--- config.mk ---
export PLATFORM = sky130hd
export DESIGN_NAME = instr_encoder
export DESIGN_NICKNAME = d
export VERILOG_FILES = /design/src/rtl/rv_pkg.sv /design/src/rtl/instr_fifo.sv /design/src/rtl/instr_encoder.sv
export SDC_FILE = /design/constraint.sdc
export NUM_CORES = 1
export LEC_CHECK = 0
export CORE_MARGIN = 2
export CORE_UTILIZATION = 59
export CTS_BUF_LIST = sky130_fd_sc_hd__clkbuf_4
export DETAILED_ROUTE_END_ITERATION = 10
export PLACE_DENSITY = 0.82
export SLEW_MARGIN = 10
export SYNTH_ARGS = -nofsm -noshare
export SYNTH_HDL_FRONTEND = slang
export SYNTH_SLANG_ARGS = --single-unit
export TNS_END_PERCENT = 30
--- constraint.sdc ---
create_clock -name clk -period 5 [get_ports clk]
set_input_delay 0.5 -clock clk [delete_from_list [all_inputs] [get_ports clk]]
set_output_delay 0.5 -clock clk [all_outputs]
set_load 0.01 [all_outputs]
--- src/rtl/rv_pkg.sv ---
// rtl/rv_pkg.sv - RV32I opcode constants plus field encoders and request legality check
package rv_pkg;

    localparam logic [6:0] OP_R     = 7'b0110011;
    localparam logic [6:0] OP_I     = 7'b0010011;
    localparam logic [6:0] OP_LOAD  = 7'b0000011;
    localparam logic [6:0] OP_S     = 7'b0100011;
    localparam logic [6:0] OP_B     = 7'b1100011;
    localparam logic [6:0] OP_JAL   = 7'b1101111;
    localparam logic [6:0] OP_JALR  = 7'b1100111;
    localparam logic [6:0] OP_LUI   = 7'b0110111;
    localparam logic [6:0] OP_AUIPC = 7'b0010111;

    localparam logic [2:0] F3_ADD = 3'd0;
    localparam logic [2:0] F3_SLL = 3'd1;
    localparam logic [2:0] F3_SR  = 3'd5;
    localparam logic [6:0] F7_BASE = 7'h00;
    localparam logic [6:0] F7_ALT  = 7'h20;

    localparam logic [31:0] NOP_WORD = 32'h00000013;

    function automatic logic [31:0] enc_r(input logic [6:0] f7, input logic [4:0] rs2,
                                          input logic [4:0] rs1, input logic [2:0] f3,
                                          input logic [4:0] rd, input logic [6:0] op);
        return {f7, rs2, rs1, f3, rd, op};
    endfunction

    function automatic logic [31:0] enc_i(input logic [31:0] imm, input logic [4:0] rs1,
                                          input logic [2:0] f3, input logic [4:0] rd,
                                          input logic [6:0] op);
        return {imm[11:0], rs1, f3, rd, op};
    endfunction

    function automatic logic [31:0] enc_s(input logic [31:0] imm, input logic [4:0] rs2,
                                          input logic [4:0] rs1, input logic [2:0] f3,
                                          input logic [6:0] op);
        return {imm[11:5], rs2, rs1, f3, imm[4:0], op};
    endfunction

    function automatic logic [31:0] enc_b(input logic [31:0] imm, input logic [4:0] rs2,
                                          input logic [4:0] rs1, input logic [2:0] f3,
                                          input logic [6:0] op);
        return {imm[12], imm[10:5], rs2, rs1, f3, imm[4:1], imm[11], op};
    endfunction

    function automatic logic [31:0] enc_j(input logic [31:0] imm, input logic [4:0] rd,
                                          input logic [6:0] op);
        return {imm[20], imm[10:1], imm[11], imm[19:12], rd, op};
    endfunction

    function automatic logic [31:0] enc_u(input logic [31:0] imm, input logic [4:0] rd,
                                          input logic [6:0] op);
        return {imm[31:12], rd, op};
    endfunction

    function automatic logic is_shift(input logic [6:0] op, input logic [2:0] f3);
        return (op == OP_I) && ((f3 == F3_SLL) || (f3 == F3_SR));
    endfunction

    function automatic logic legal_req(input logic [6:0] op, input logic [2:0] f3,
                                       input logic [6:0] f7, input logic [31:0] imm);
        logic s12;
        logic s13;
        logic s21;
        logic ok;
        s12 = (imm[31:12] == {20{imm[11]}});
        s13 = (imm[31:13] == {19{imm[12]}});
        s21 = (imm[31:21] == {11{imm[20]}});
        ok  = 1'b0;
        case (op)
            OP_R:     ok = (f7 == F7_BASE) || ((f7 == F7_ALT) && ((f3 == F3_ADD) || (f3 == F3_SR)));
            OP_I:     ok = is_shift(op, f3)
                           ? (((f7 == F7_BASE) || ((f7 == F7_ALT) && (f3 == F3_SR))) && (imm[31:5] == 27'd0))
                           : s12;
            OP_LOAD:  ok = (f3 != 3'd3) && (f3 != 3'd6) && (f3 != 3'd7) && s12;
            OP_S:     ok = (f3 <= 3'd2) && s12;
            OP_B:     ok = (f3 != 3'd2) && (f3 != 3'd3) && !imm[0] && s13;
            OP_JAL:   ok = !imm[0] && s21;
            OP_JALR:  ok = (f3 == 3'd0) && s12;
            OP_LUI,
            OP_AUIPC: ok = (imm[11:0] == 12'd0);
            default:  ok = 1'b0;
        endcase
        return ok;
    endfunction

    function automatic logic [31:0] encode_req(input logic [6:0] op, input logic [2:0] f3,
                                               input logic [6:0] f7, input logic [4:0] rd,
                                               input logic [4:0] rs1, input logic [4:0] rs2,
                                               input logic [31:0] imm);
        logic [31:0] w;
        w = NOP_WORD;
        case (op)
            OP_R:              w = enc_r(f7, rs2, rs1, f3, rd, op);
            OP_I:              w = is_shift(op, f3) ? enc_r(f7, imm[4:0], rs1, f3, rd, op)
                                                    : enc_i(imm, rs1, f3, rd, op);
            OP_LOAD, OP_JALR:  w = enc_i(imm, rs1, f3, rd, op);
            OP_S:              w = enc_s(imm, rs2, rs1, f3, op);
            OP_B:              w = enc_b(imm, rs2, rs1, f3, op);
            OP_JAL:            w = enc_j(imm, rd, op);
            OP_LUI, OP_AUIPC:  w = enc_u(imm, rd, op);
            default:           w = NOP_WORD;
        endcase
        return w;
    endfunction

endpackage

--- src/rtl/instr_fifo.sv ---
// rtl/instr_fifo.sv - instruction word FIFO; presents a NOP on the head when empty
module instr_fifo
    import rv_pkg::*;
#(
    parameter int W     = 32,
    parameter int DEPTH = 8
) (
    input  logic                     clk,
    input  logic                     reset,
    input  logic                     i_flush,
    input  logic                     i_push,
    input  logic [W-1:0]             i_data,
    input  logic                     i_pop,
    output logic [W-1:0]             o_data,
    output logic [$clog2(DEPTH):0]   o_count,
    output logic                     o_full,
    output logic                     o_empty
);
    localparam int AW = $clog2(DEPTH);

    logic [W-1:0]  r_mem [DEPTH];
    logic [AW-1:0] r_wr_ptr;
    logic [AW-1:0] r_rd_ptr;
    logic [AW:0]   r_count;
    logic          w_push;
    logic          w_pop;

    assign o_empty = (r_count == '0);
    assign o_full  = (r_count == (AW+1)'(DEPTH));
    assign o_count = r_count;
    assign w_pop   = i_pop && !o_empty;
    // A full FIFO may still take a word when the head leaves on the same edge.
    assign w_push  = i_push && (!o_full || w_pop);
    assign o_data  = o_empty ? W'(NOP_WORD) : r_mem[r_rd_ptr];

    always_ff @(posedge clk or posedge reset) begin
        if (reset) begin
            r_wr_ptr <= '0;
            r_rd_ptr <= '0;
            r_count  <= '0;
        end else if (i_flush) begin
            r_wr_ptr <= '0;
            r_rd_ptr <= '0;
            r_count  <= '0;
        end else begin
            if (w_push) r_wr_ptr <= r_wr_ptr + AW'(1);
            if (w_pop)  r_rd_ptr <= r_rd_ptr + AW'(1);
            case ({w_push, w_pop})
                2'b10:   r_count <= r_count + (AW+1)'(1);
                2'b01:   r_count <= r_count - (AW+1)'(1);
                default: r_count <= r_count;
            endcase
        end
    end

    always_ff @(posedge clk) begin
        if (w_push && !i_flush) r_mem[r_wr_ptr] <= i_data;
    end

endmodule

--- src/rtl/instr_encoder.sv ---
// rtl/instr_encoder.sv - encodes field-level requests into RV32I words and queues them for fetch
module instr_encoder
    import rv_pkg::*;
#(
    parameter int DEPTH = 8,
    parameter int CNT_W = 16
) (
    input  logic                       clk,
    input  logic                       reset,
    input  logic                       flush,
    input  logic                       req_valid,
    output logic                       req_ready,
    input  logic [6:0]                 req_op,
    input  logic [2:0]                 req_funct3,
    input  logic [6:0]                 req_funct7,
    input  logic [4:0]                 req_rd,
    input  logic [4:0]                 req_rs1,
    input  logic [4:0]                 req_rs2,
    input  logic [31:0]                req_imm,
    output logic                       out_valid,
    input  logic                       out_ready,
    output logic [31:0]                out_instr,
    output logic [$clog2(DEPTH):0]     fifo_count,
    output logic                       err_illegal,
    output logic [CNT_W-1:0]           illegal_count
);
    localparam int CW = $clog2(DEPTH) + 1;

    logic             r_stage_valid;
    logic             r_stage_legal;
    logic [31:0]      r_stage_word;
    logic             r_err_illegal;
    logic [CNT_W-1:0] r_illegal_count;
    logic [CW:0]      w_occupancy;
    logic             w_accept;
    logic             w_push;
    logic             w_reject;
    logic             w_full;
    logic             w_empty;

    // Space is reserved for the word still in the encode stage, so it never stalls.
    assign w_occupancy = {1'b0, fifo_count} + {{CW{1'b0}}, r_stage_valid};
    assign req_ready   = !flush && (w_occupancy < (CW+1)'(DEPTH));
    assign w_accept    = req_valid && req_ready;
    assign w_push      = r_stage_valid && r_stage_legal && (!w_full || out_ready);
    assign w_reject    = r_stage_valid && !r_stage_legal && !flush;
    assign out_valid   = !w_empty;
    assign err_illegal   = r_err_illegal;
    assign illegal_count = r_illegal_count;

    always_ff @(posedge clk or posedge reset) begin
        if (reset) begin
            r_stage_valid   <= 1'b0;
            r_stage_legal   <= 1'b0;
            r_stage_word    <= NOP_WORD;
            r_err_illegal   <= 1'b0;
            r_illegal_count <= '0;
        end else begin
            r_stage_valid <= w_accept && !flush;
            if (w_accept) begin
                r_stage_legal <= legal_req(req_op, req_funct3, req_funct7, req_imm);
                r_stage_word  <= encode_req(req_op, req_funct3, req_funct7, req_rd,
                                            req_rs1, req_rs2, req_imm);
            end
            r_err_illegal <= w_reject;
            if (w_reject && (r_illegal_count != {CNT_W{1'b1}}))
                r_illegal_count <= r_illegal_count + CNT_W'(1);
        end
    end

    instr_fifo #(.W(32), .DEPTH(DEPTH)) u_fifo (
        .clk     (clk),
        .reset   (reset),
        .i_flush (flush),
        .i_push  (w_push),
        .i_data  (r_stage_word),
        .i_pop   (out_ready),
        .o_data  (out_instr),
        .o_count (fifo_count),
        .o_full  (w_full),
        .o_empty (w_empty)
    );

endmodule
Word-level counts from Yosys, hierarchy flattened
Memory sizes are Yosys's and may differ from the RTL's.
Cells that the tools add are included.
Widths: inputs -> output; s select.
- add/subtract/negate cells: 6
- eq/ne operators: 23
- reductions and logical operators: 45
- magnitude comparators: 2
- multiplexer cells: 13
- operators by type and width (cell ; count):
    $pmux 32 s7 ; 1
    $mux 32 ; 2
    $eq 7x6->1 const B ; 4
    $logic_not 27->1 ; 1
    $logic_and 1x1->1 ; 24
    $eq 7x7->1 const B ; 3
    $eq 20x20->1 ; 1
    $eq 19x19->1 ; 1
    $add 16x1->16 const B ; 1
    $ne 16x16->1 const B ; 1
    $eq 7x5->1 const B ; 2
    $logic_not 12->1 ; 1
    $mux 3 ; 4
    $eq 11x11->1 ; 1
    $pmux 1 s8 ; 1
    $pmux 4 s2 ; 1
    $eq 7x2->1 const B ; 1
    $logic_not 7->1 ; 1
    $add 3x1->3 const B ; 2
    $logic_or 1x1->1 ; 6
    $ne 3x2->1 const B ; 2
    $ne 3x3->1 const B ; 2
    $add 4x1->5 ; 1
    $logic_not 1->1 ; 5
    16 further kinds ; 20
- bits in registers: 61
- word-level logic and storage cells: 98
- output and inout bits: 55
- bits in writable memories: 256
- input bits: 69
- memories kept: 1
- memory list (name ; words ; width ; read ports ; clocked after Yosys merged registers in ; write ports ; RTL line ; text):
    u_fifo.r_mem ; 8 ; 32 ; 1 ; 0 ; 1 ; instr_fifo.sv:21 ; logic [W-1:0] r_mem [DEPTH];

Depth between registers and ports, before layout
Gate-level depths: netlist of run 1.
- word-level depth: 8
- gate-level depth with buffers: 9
- mapped depth without buffers: 8

By module
Synthesis of run 1 repeated with hierarchy kept, for this count alone.
- cell total of the unflattened synthesis: 795
- area total of the unflattened synthesis: 13341.5 um2
- modules (own cells, without submodules) (module ; cells an instance ; instances ; area an instance (um2) ; seq. area each (um2)):
    instr_fifo ; 486 ; 1 ; 10437.5 ; 7937.6
    instr_encoder ; 309 ; 1 ; 2904.0 ; 1280.0

Worst setup path before layout of run 1
OpenSTA, ideal clock, no wires.
- kind: reg-to-reg
- from: reg u_fifo.r_count[0] (netlist: u_fifo.o_count[0])
- to: mem u_fifo.r_mem[0][0] (enable)
- library setup time: 468 ps
- data required time: 4532 ps
- arrival: 3795 ps
- path slack: 738 ps
- path buffers: 1
- clock period less this slack: 4262 ps
- cell stages (with the launch flop): 6
- cells stage by stage: dfrtp_1 > buf_2 > nor3_1 > a31oi_1 > nor3b_1 > nor3b_1
- word-level cells in the longest chain between the ends: 8
- elaborated cells on any way between the ends: 12
- classes of those cells: eq/ne (1); mux (2); reduce/logical (9)
- RTL lines (item ; RTL line ; text):
    start: declaration ; instr_fifo.sv:24 ; logic [AW:0] r_count;
    start signal: assignment ; instr_fifo.sv:49 ; 2'b10: r_count <= r_count + (AW+1)'(1);
    start signal: assignment ; instr_fifo.sv:50 ; 2'b01: r_count <= r_count - (AW+1)'(1);
    start signal: assignment ; instr_fifo.sv:51 ; default: r_count <= r_count;
    $eq 4x4->1 or $logic_not 4->1 (tied branches) ; instr_fifo.sv:29, instr_fifo.sv:28 ;
    $logic_not 1->1 (on tied branches) ; instr_fifo.sv:33, instr_encoder.sv:45, instr_fifo.sv:31 ;
    $logic_or 1x1->1 or $logic_and 1x1->1 (tied branches) ; instr_encoder.sv:45, instr_fifo.sv:31 ;
    $logic_and 1x1->1 or $logic_or 1x1->1 (tied branches) ; instr_encoder.sv:45, instr_fifo.sv:33 ;
    $logic_and 1x1->1 * ; instr_fifo.sv:33 ; assign w_push = i_push && (!o_full || w_pop);
    $logic_and 1x1->1 * ; instr_fifo.sv:57 ; if (w_push && !i_flush) r_mem[r_wr_ptr] <= i_data;
    $mux 1 * ; instr_fifo.sv:57 ;
    $mux 1 (implied by the code) * ; instr_fifo.sv:57 ;
    end: declaration ; instr_fifo.sv:21 ;
Mark *: on every way between the ends. The rest lies on a longest branch, timed or not.

Worst setup path after layout of run 1
- from: reg u_fifo.r_rd_ptr[0]
- to: out out_instr[7]
- word-level cells in the longest chain between the ends: 2
- RTL lines (item ; RTL line ; text):
    start: declaration ; instr_fifo.sv:23 ; logic [AW-1:0] r_rd_ptr;
    start signal: assignment ; instr_fifo.sv:47 ; if (w_pop) r_rd_ptr <= r_rd_ptr + AW'(1);
    $mem_v2 8x32 ; -- ;
    $mux 32 ; instr_fifo.sv:34 ; assign o_data = o_empty ? W'(NOP_WORD) : r_mem[r_rd_ptr];
    end: declaration ; instr_encoder.sv:22 ; output logic [31:0] out_instr,
Every way passes these cells.

==> impl_metrics.py, run 1 <==
metrics = {
    "synth": {
        "syn_avg_cell_area_um2": 16.8,
        "netlist_area_um2": 13200,
        "ys.flop_type": "edfxtp_1",
        "ys_ff_latch": 317,
        "yosysWarnings": 0,
        "synth-edff-count": 256,
        "synth_cell_types": 61,
        "ys_seq_area_share_pct": 69.9,
        "syn_inst": 783,
        "syn_nets": 858,
        "synthArstFlopShare_pct": 19.2,
    },
    "floorplan": {
        "ios": 124,
        "start_util_pct": 60.2,
        "core_area_um2": 21900,
        "fp.dieArea_um2": 23600,
        "die_width_um": 153,
        "fp.dieH_um": 153,
        "row_count": 54,
    },
    "clock_tree": {
        "clk_latency_ps": 710,
        "cts_buffers": 78,
        "cts.repair.resized": 0,
        "cts_root_buffer": "clkbuf_4",
        "h-tree-depth": 3,
        "cts_setup_buffers": 0,
        "cts_buffer_depth": 3,
        "clkTransAtPathRegs_ps": 70,
        "postCtsHoldBufs": 0,
        "cts.sinks": 317,
        "cts_tree": "built",
    },
    "pwr": {
        "p_leak_nw": 5.03,
        "p_total_mw": 5.27,
        "power.density_nw_per_um2": 333,
        "vdd_drop_max_v": 0.000214,
    },
    "outcome": {
        "status": "finished, final reports clean",
    },
    "sta": {
        "maxSlewViolCount": 0,
        "period_needed_ps": 3820,
        "setup_viol": 0,
        "worstMarginPinSlew_ps": 1140,
        "clock.fmax_mhz": 262,
        "rsz0062_at_grt": "no",
        "finalHoldViolCount": 0,
        "finalCritPeriodShare_pct": 76.5,
        "fin_tns_setup_ps": 0,
        "relSlewSlack_pct": 23.8,
        "hold_slack_ps": 387,
        "fin_ws_ps": 1180,
        "fin_skew_ps": 47.7,
    },
    "min_path": {
        "hold_path_class": "in2async",
    },
    "cells_and_area": {
        "final_core_util_pct": 72.2,
        "layout_commonest_cell": "edfxtp_1",
        "layout_common_cells": "256 x edfxtp_1, 123 x clkdlybuf4s50_1, 115 x clkbuf_4",
        "final_nets": 1037,
        "drive_above_1_share_pct": 22.9,
        "area_growth_pct": 20.0,
    },
    "worst_setup_path": {
        "max_stage_delay_ps": 930,
        "slowest_stage": "dfrtp_4",
        "arrival_ps": 3320,
        "ff2ff_path_depth": 4,
        "rrSetupSlack_ps": 2040,
        "path_max_fanout": 37,
        "cp-end-kind": "output pin",
        "r2r_end": "u_fifo.r_mem[4][12]",
        "required_ps": 4500,
        "critical_path.cell_chain": "buf_12, mux4_2, mux2i_1, nor2_1, clkdlybuf4s50_1",
        "rr_startpoint": "u_fifo.o_count[1]",
        "critPathKind": "reg2out",
        "cp-start-kind": "register",
    },
    "drt": {
        "drt-wirelength-per-cell_um": 23.9,
        "wl_mm": 31.2,
        "vias": 8184,
        "ant_nets": 0,
        "drt_iter0_drc": 907,
        "drc": 0,
        "via_per_inst": 6.26,
        "dr.pass1.iters": 9,
    },
    "grt": {
        "antenna_found_initial": 2,
        "grt_start_max_net_pins": 62,
        "grtUsageTotal_pct": 27.1,
        "grt_pass1_wl_mm": 47.8,
        "gr-total-overflow": 0,
        "grt_pass1_vias": 8377,
    },
    "placement": {
        "io_buffer_count": 123,
        "place_congestion": 0.870,
        "post-dp-hpwl_mm": 19.1,
        "dp_slack_ps": 1570,
    },
    "flow_run": {
        "drv_cap": 0,
    },
}
-- synthesized netlist by cell type (11+ instances only) --
| cell type | n | area share, % |
|---|---|---|
| mux2i_1 | 35 | 2.7 |
| a222oi_1 | 11 | 0.84 |
| clkbuf_1 | 15 | 0.43 |
| buf_2 | 15 | 0.57 |
| o21ai_1 | 31 | 1.2 |
| nor3_1 | 12 | 0.46 |
| nand4_1 | 11 | 0.52 |
| edfxtp_1 | 256 | 58 |
| inv_1 | 12 | 0.34 |
| nand2_1 | 50 | 1.4 |
| mux4_2 | 64 | 11 |
| nor2_1 | 49 | 1.4 |
| a22oi_1 | 13 | 0.74 |
| xnor2_1 | 15 | 1.0 |
| dfrtp_1 | 58 | 11 |
| nand3_1 | 12 | 0.46 |
-- state kept, by name, summed over array words and instances (netlist names) --
name             flops
u_fifo.r_mem       256
r_stage_word        32
illegal_count       16
u_fifo.o_count       4
u_fifo.r_rd_ptr      3
u_fifo.r_wr_ptr      3
err_illegal          1
r_stage_legal        1
r_stage_valid        1
-- cell type report --
type                            instances  area (µm²)
Antenna cell                            2        5.00
Clock buffer                          115         863
Clock inverter                         29         173
Fill cell                            1395        6080
Inverter                               14        52.6
Multi-Input combinational cell        414        3790
Sequential cell                       317        9220
Tap cell                              280         350
Timing Repair Buffer                  137        1350
-- cells by family (layout without fill, tap and decap cells) --
group                    Yosys count  after routing  synth area share [%]
flip-flops                       317            317                  69.9
AND/OR/NAND/NOR                  186            186                  7.23
multiplexers                     101            101                  13.8
AO/OA/AOI/OAI                     99             99                  5.41
buffers and inverters             52            295                  1.62
XOR/XNOR                          22             22                  1.46
adder cells (fa/ha/maj)            6              6                 0.570
other                              0              2                     0
-- critical path, delay by kind of cell, from the launching register on --
| kind | cells | cell delay (ps) |
|---|---|---|
| and+or+nand+nor | 1 | 70 |
| buffers and inverters | 2 | 880 |
| muxes | 2 | 760 |
| DFF | 1 | 930 |
-- per-layer routing --
metal / share of wire [%] / GRT usage [%] / up-vias
met4: 2.3 / 9.26 / 0
met1: 38 / 36.2 / 4048
met2: 50 / 44.2 / 509
met5: 0 / 0 / -
li1: - / - / 3557
met3: 10 / 6.83 / 70
-- report_power, final --
| part | internal (mW) | switching (mW) | leakage [nW] |
|---|---|---|---|
| sequential | 2.85 | 0.0345 | 2.94 |
| clock | 1.17 | 1.01 | 0.614 |
| combinational | 0.110 | 0.106 | 1.47 |
| total | 4.12 | 1.15 | 5.03 |
-- worst max path at each step --
stage,from,to,depth (start not counted)
2_1_floorplan,u_fifo.o_count[0],u_fifo.r_mem[0][0],5
3_3_place_gp,out_ready,u_fifo.r_mem[4][15],5
3_5_place_dp,out_ready,u_fifo.r_mem[4][14],5
4_1_cts,u_fifo.r_rd_ptr[0],out_instr[10],5
5_1_grt,u_fifo.r_rd_ptr[0],out_instr[20],5
6_report,u_fifo.r_rd_ptr[0],out_instr[7],5
-- through the flow --
step / instances / area (µm²)
after CTS: 1306 / 15800
final: 1308 / 15800
after floorplan: 783 / 13200
after detailed placement: 1162 / 14800
after global routing: 1307 / 15800
after global placement: 1162 / 14800
No activity file was read; power rests on OpenSTA's default activity.
==> run 2: changes to the inputs <==
==> constraint.sdc (replaced) <==
create_clock -name clk -period 3.6 [get_ports clk]
set_input_delay 0.36 -clock clk [delete_from_list [all_inputs] [get_ports clk]]
set_output_delay 0.36 -clock clk [all_outputs]
set_load 0.01 [all_outputs]
==> run 2 against run 1 <==
Net effect: total power grew 36%; wire length shrank 3.7%; sequential share of layout area shrank 0.49 points; combinational power grew 40%; die area is the same; sequential power grew 39%; count of clock-buffer cells in the layout grew 6; register-to-register slack lost 1100 ps; clock power grew 32%; sequential cell count is the same; via count shrank 0.46%; core utilization grew 0.62 points.
==> impl_metrics.py, run 2 (same netlist as run 1, synthesis figures left out) <==
metrics = {
    "outcome": {
        "status": "finished, final reports clean",
    },
    "worst_setup_path": {
        "r2r_end": "u_fifo.r_mem[2][29]",
        "ff2ff_path_depth": 6,
        "rr_startpoint": "r_stage_legal",
        "required_ps": 3240,
        "cp-start-kind": "register",
        "path_max_fanout": 28,
        "rrSetupSlack_ps": 940,
        "arrival_ps": 3010,
        "critPathKind": "reg2out",
        "cp-end-kind": "output pin",
    },
    "cells_and_area": {
        "finalInstanceArea_um2": 15900,
        "layout_common_cells": "256 x edfxtp_1, 123 x clkdlybuf4s50_1, 121 x clkbuf_4",
        "final_nets": 1049,
        "n_fill_cell": 1404,
        "layout_commonest_cell": "edfxtp_1",
        "regMostFlops": "u_fifo.r_mem",
        "drive_above_1_share_pct": 24.1,
        "area_growth_pct": 21.0,
        "instances_no_fill": 1320,
        "final_core_util_pct": 72.8,
        "largest_reg_flops": 256,
    },
    "drt": {
        "via_per_inst": 6.17,
        "drt-wirelength-per-cell_um": 22.8,
        "drc": 0,
        "vias": 8146,
        "drt_iter0_drc": 796,
        "dr.pass1.iters": 8,
        "ant_nets": 0,
        "wl_mm": 30.1,
    },
    "sta": {
        "rsz0062_at_grt": "no",
        "finalCritPeriodShare_pct": 93.7,
        "setup_viol": 0,
        "worstMarginPinSlew_ps": 1170,
        "clock.fmax_mhz": 296,
        "maxSlewViolCount": 0,
        "hold_slack_ps": 192,
        "period_needed_ps": 3370,
        "relSlewSlack_pct": 22.2,
        "fin_skew_ps": 38.4,
        "finalHoldViolCount": 0,
    },
    "floorplan": {
        "die_width_um": 153,
        "ios": 124,
        "fp.dieH_um": 153,
        "row_count": 54,
        "fp.dieArea_um2": 23600,
        "start_util_pct": 60.2,
        "core_area_um2": 21900,
    },
    "pwr": {
        "p_leak_nw": 5.20,
        "vdd_drop_max_v": 0.000243,
        "power.density_nw_per_um2": 449,
    },
    "grt": {
        "grtUsageTotal_pct": 26.1,
        "grt_pass1_vias": 8392,
        "grt_pass1_wl_mm": 46.3,
        "grt_start_max_net_pins": 40,
        "gr-total-overflow": 0,
        "antenna_found_initial": 2,
    },
    "flow_run": {
        "drv_cap": 0,
    },
    "placement": {
        "io_buffer_count": 123,
        "place_inst": 1177,
        "place_congestion": 0.892,
        "post-dp-hpwl_mm": 19.5,
        "placed_area_um2": 15000,
    },
    "clock_tree": {
        "cts.sinks": 317,
        "postCtsHoldBufs": 0,
        "cts.repair.resized": 0,
        "cts_buffer_depth": 3,
        "cts_buffers": 75,
        "cts_root_buffer": "clkbuf_4",
        "clk_latency_ps": 690,
        "cts_tree": "built",
        "cts_setup_buffers": 0,
        "h-tree-depth": 3,
        "clkTransAtPathRegs_ps": 70,
    },
    "min_path": {
        "hold_path_class": "in2async",
    },
}
==> run 2: cell count changes in the layout (fill, tap and decap cells not counted), moves of 2 or more <==
cell       before  now
buf_12          1    6
clkinv_2        2    0
clkbuf_4      115  121
bufinv_16       2    0
buf_4          13   23
clkinv_1       20   16
inv_2           6    4
==> run 2: worst max path at each step <==
stage               depth (start not counted)               start  slack (ps)                   to
floorplan                                   5   u_fifo.o_count[0]        -570   u_fifo.r_mem[5][0]
global placement                            7           out_ready         760  u_fifo.r_mem[2][25]
detailed placement                          7           out_ready         700  u_fifo.r_mem[2][21]
CTS                                         5  u_fifo.r_rd_ptr[0]         150         out_instr[5]
global route                                5  u_fifo.r_rd_ptr[0]          40         out_instr[5]
finish                                      5  u_fifo.r_rd_ptr[0]         230         out_instr[5]
==> run 2: layout make-up <==
| class | count | area, µm² | area share, % |
|---|---|---|---|
| inverter | 14 | 52.6 | 0.330 |
| timing repair buffer | 152 | 1520 | 9.56 |
| multi-input combinational | 414 | 3800 | 23.8 |
| clock buffer | 121 | 908 | 5.70 |
| antenna | 3 | 7.51 | 0.0471 |
| tap | 280 | 350 | 2.20 |
| clock inverter | 19 | 78.8 | 0.494 |
| sequential | 317 | 9220 | 57.8 |
==> run 2: report_power, final <==
group / leakage, nW / total, mW / switching, mW / internal, mW
logic: 1.56 / 0.302 / 0.145 / 0.156
registers: 3.04 / 4.00 / 0.0468 / 3.95
clock network: 0.586 / 2.86 / 1.33 / 1.53
total: 5.20 / 7.16 / 1.53 / 5.64
==> run 2: worst max-delay path: stages, from the launching register on <==
cell	delay, ps
dfrtp_4	750
buf_12	300
mux4_2	540
mux2i_1	190
nor2_1	60
clkdlybuf4s50_1	480
==> run 2: per-stage QoR <==
| stage | setup slack (ps) | power [mW] | TNS (ps) |
|---|---|---|---|
| 2_1_floorplan | -566 | 4.18 | -46800 |
| 3_3_place_gp | 756 | 4.37 | 0 |
| 3_5_place_dp | 703 | 4.37 | 0 |
| 4_1_cts | 149 | 7.22 | 0 |
| 5_1_grt | 41.4 | 7.43 | 0 |
| 6_report | 227 | 7.16 | 0 |
==> run 2: routing by layer <==
metal  up-vias  GRT usage (%)  part of all wire [%]
met3        75           7.06                   9.7
met4         0           9.00                   2.6
met2       464           42.0                    49
li1       3569              -                     -
met1      4038           35.0                    39
met5         -              0                     0
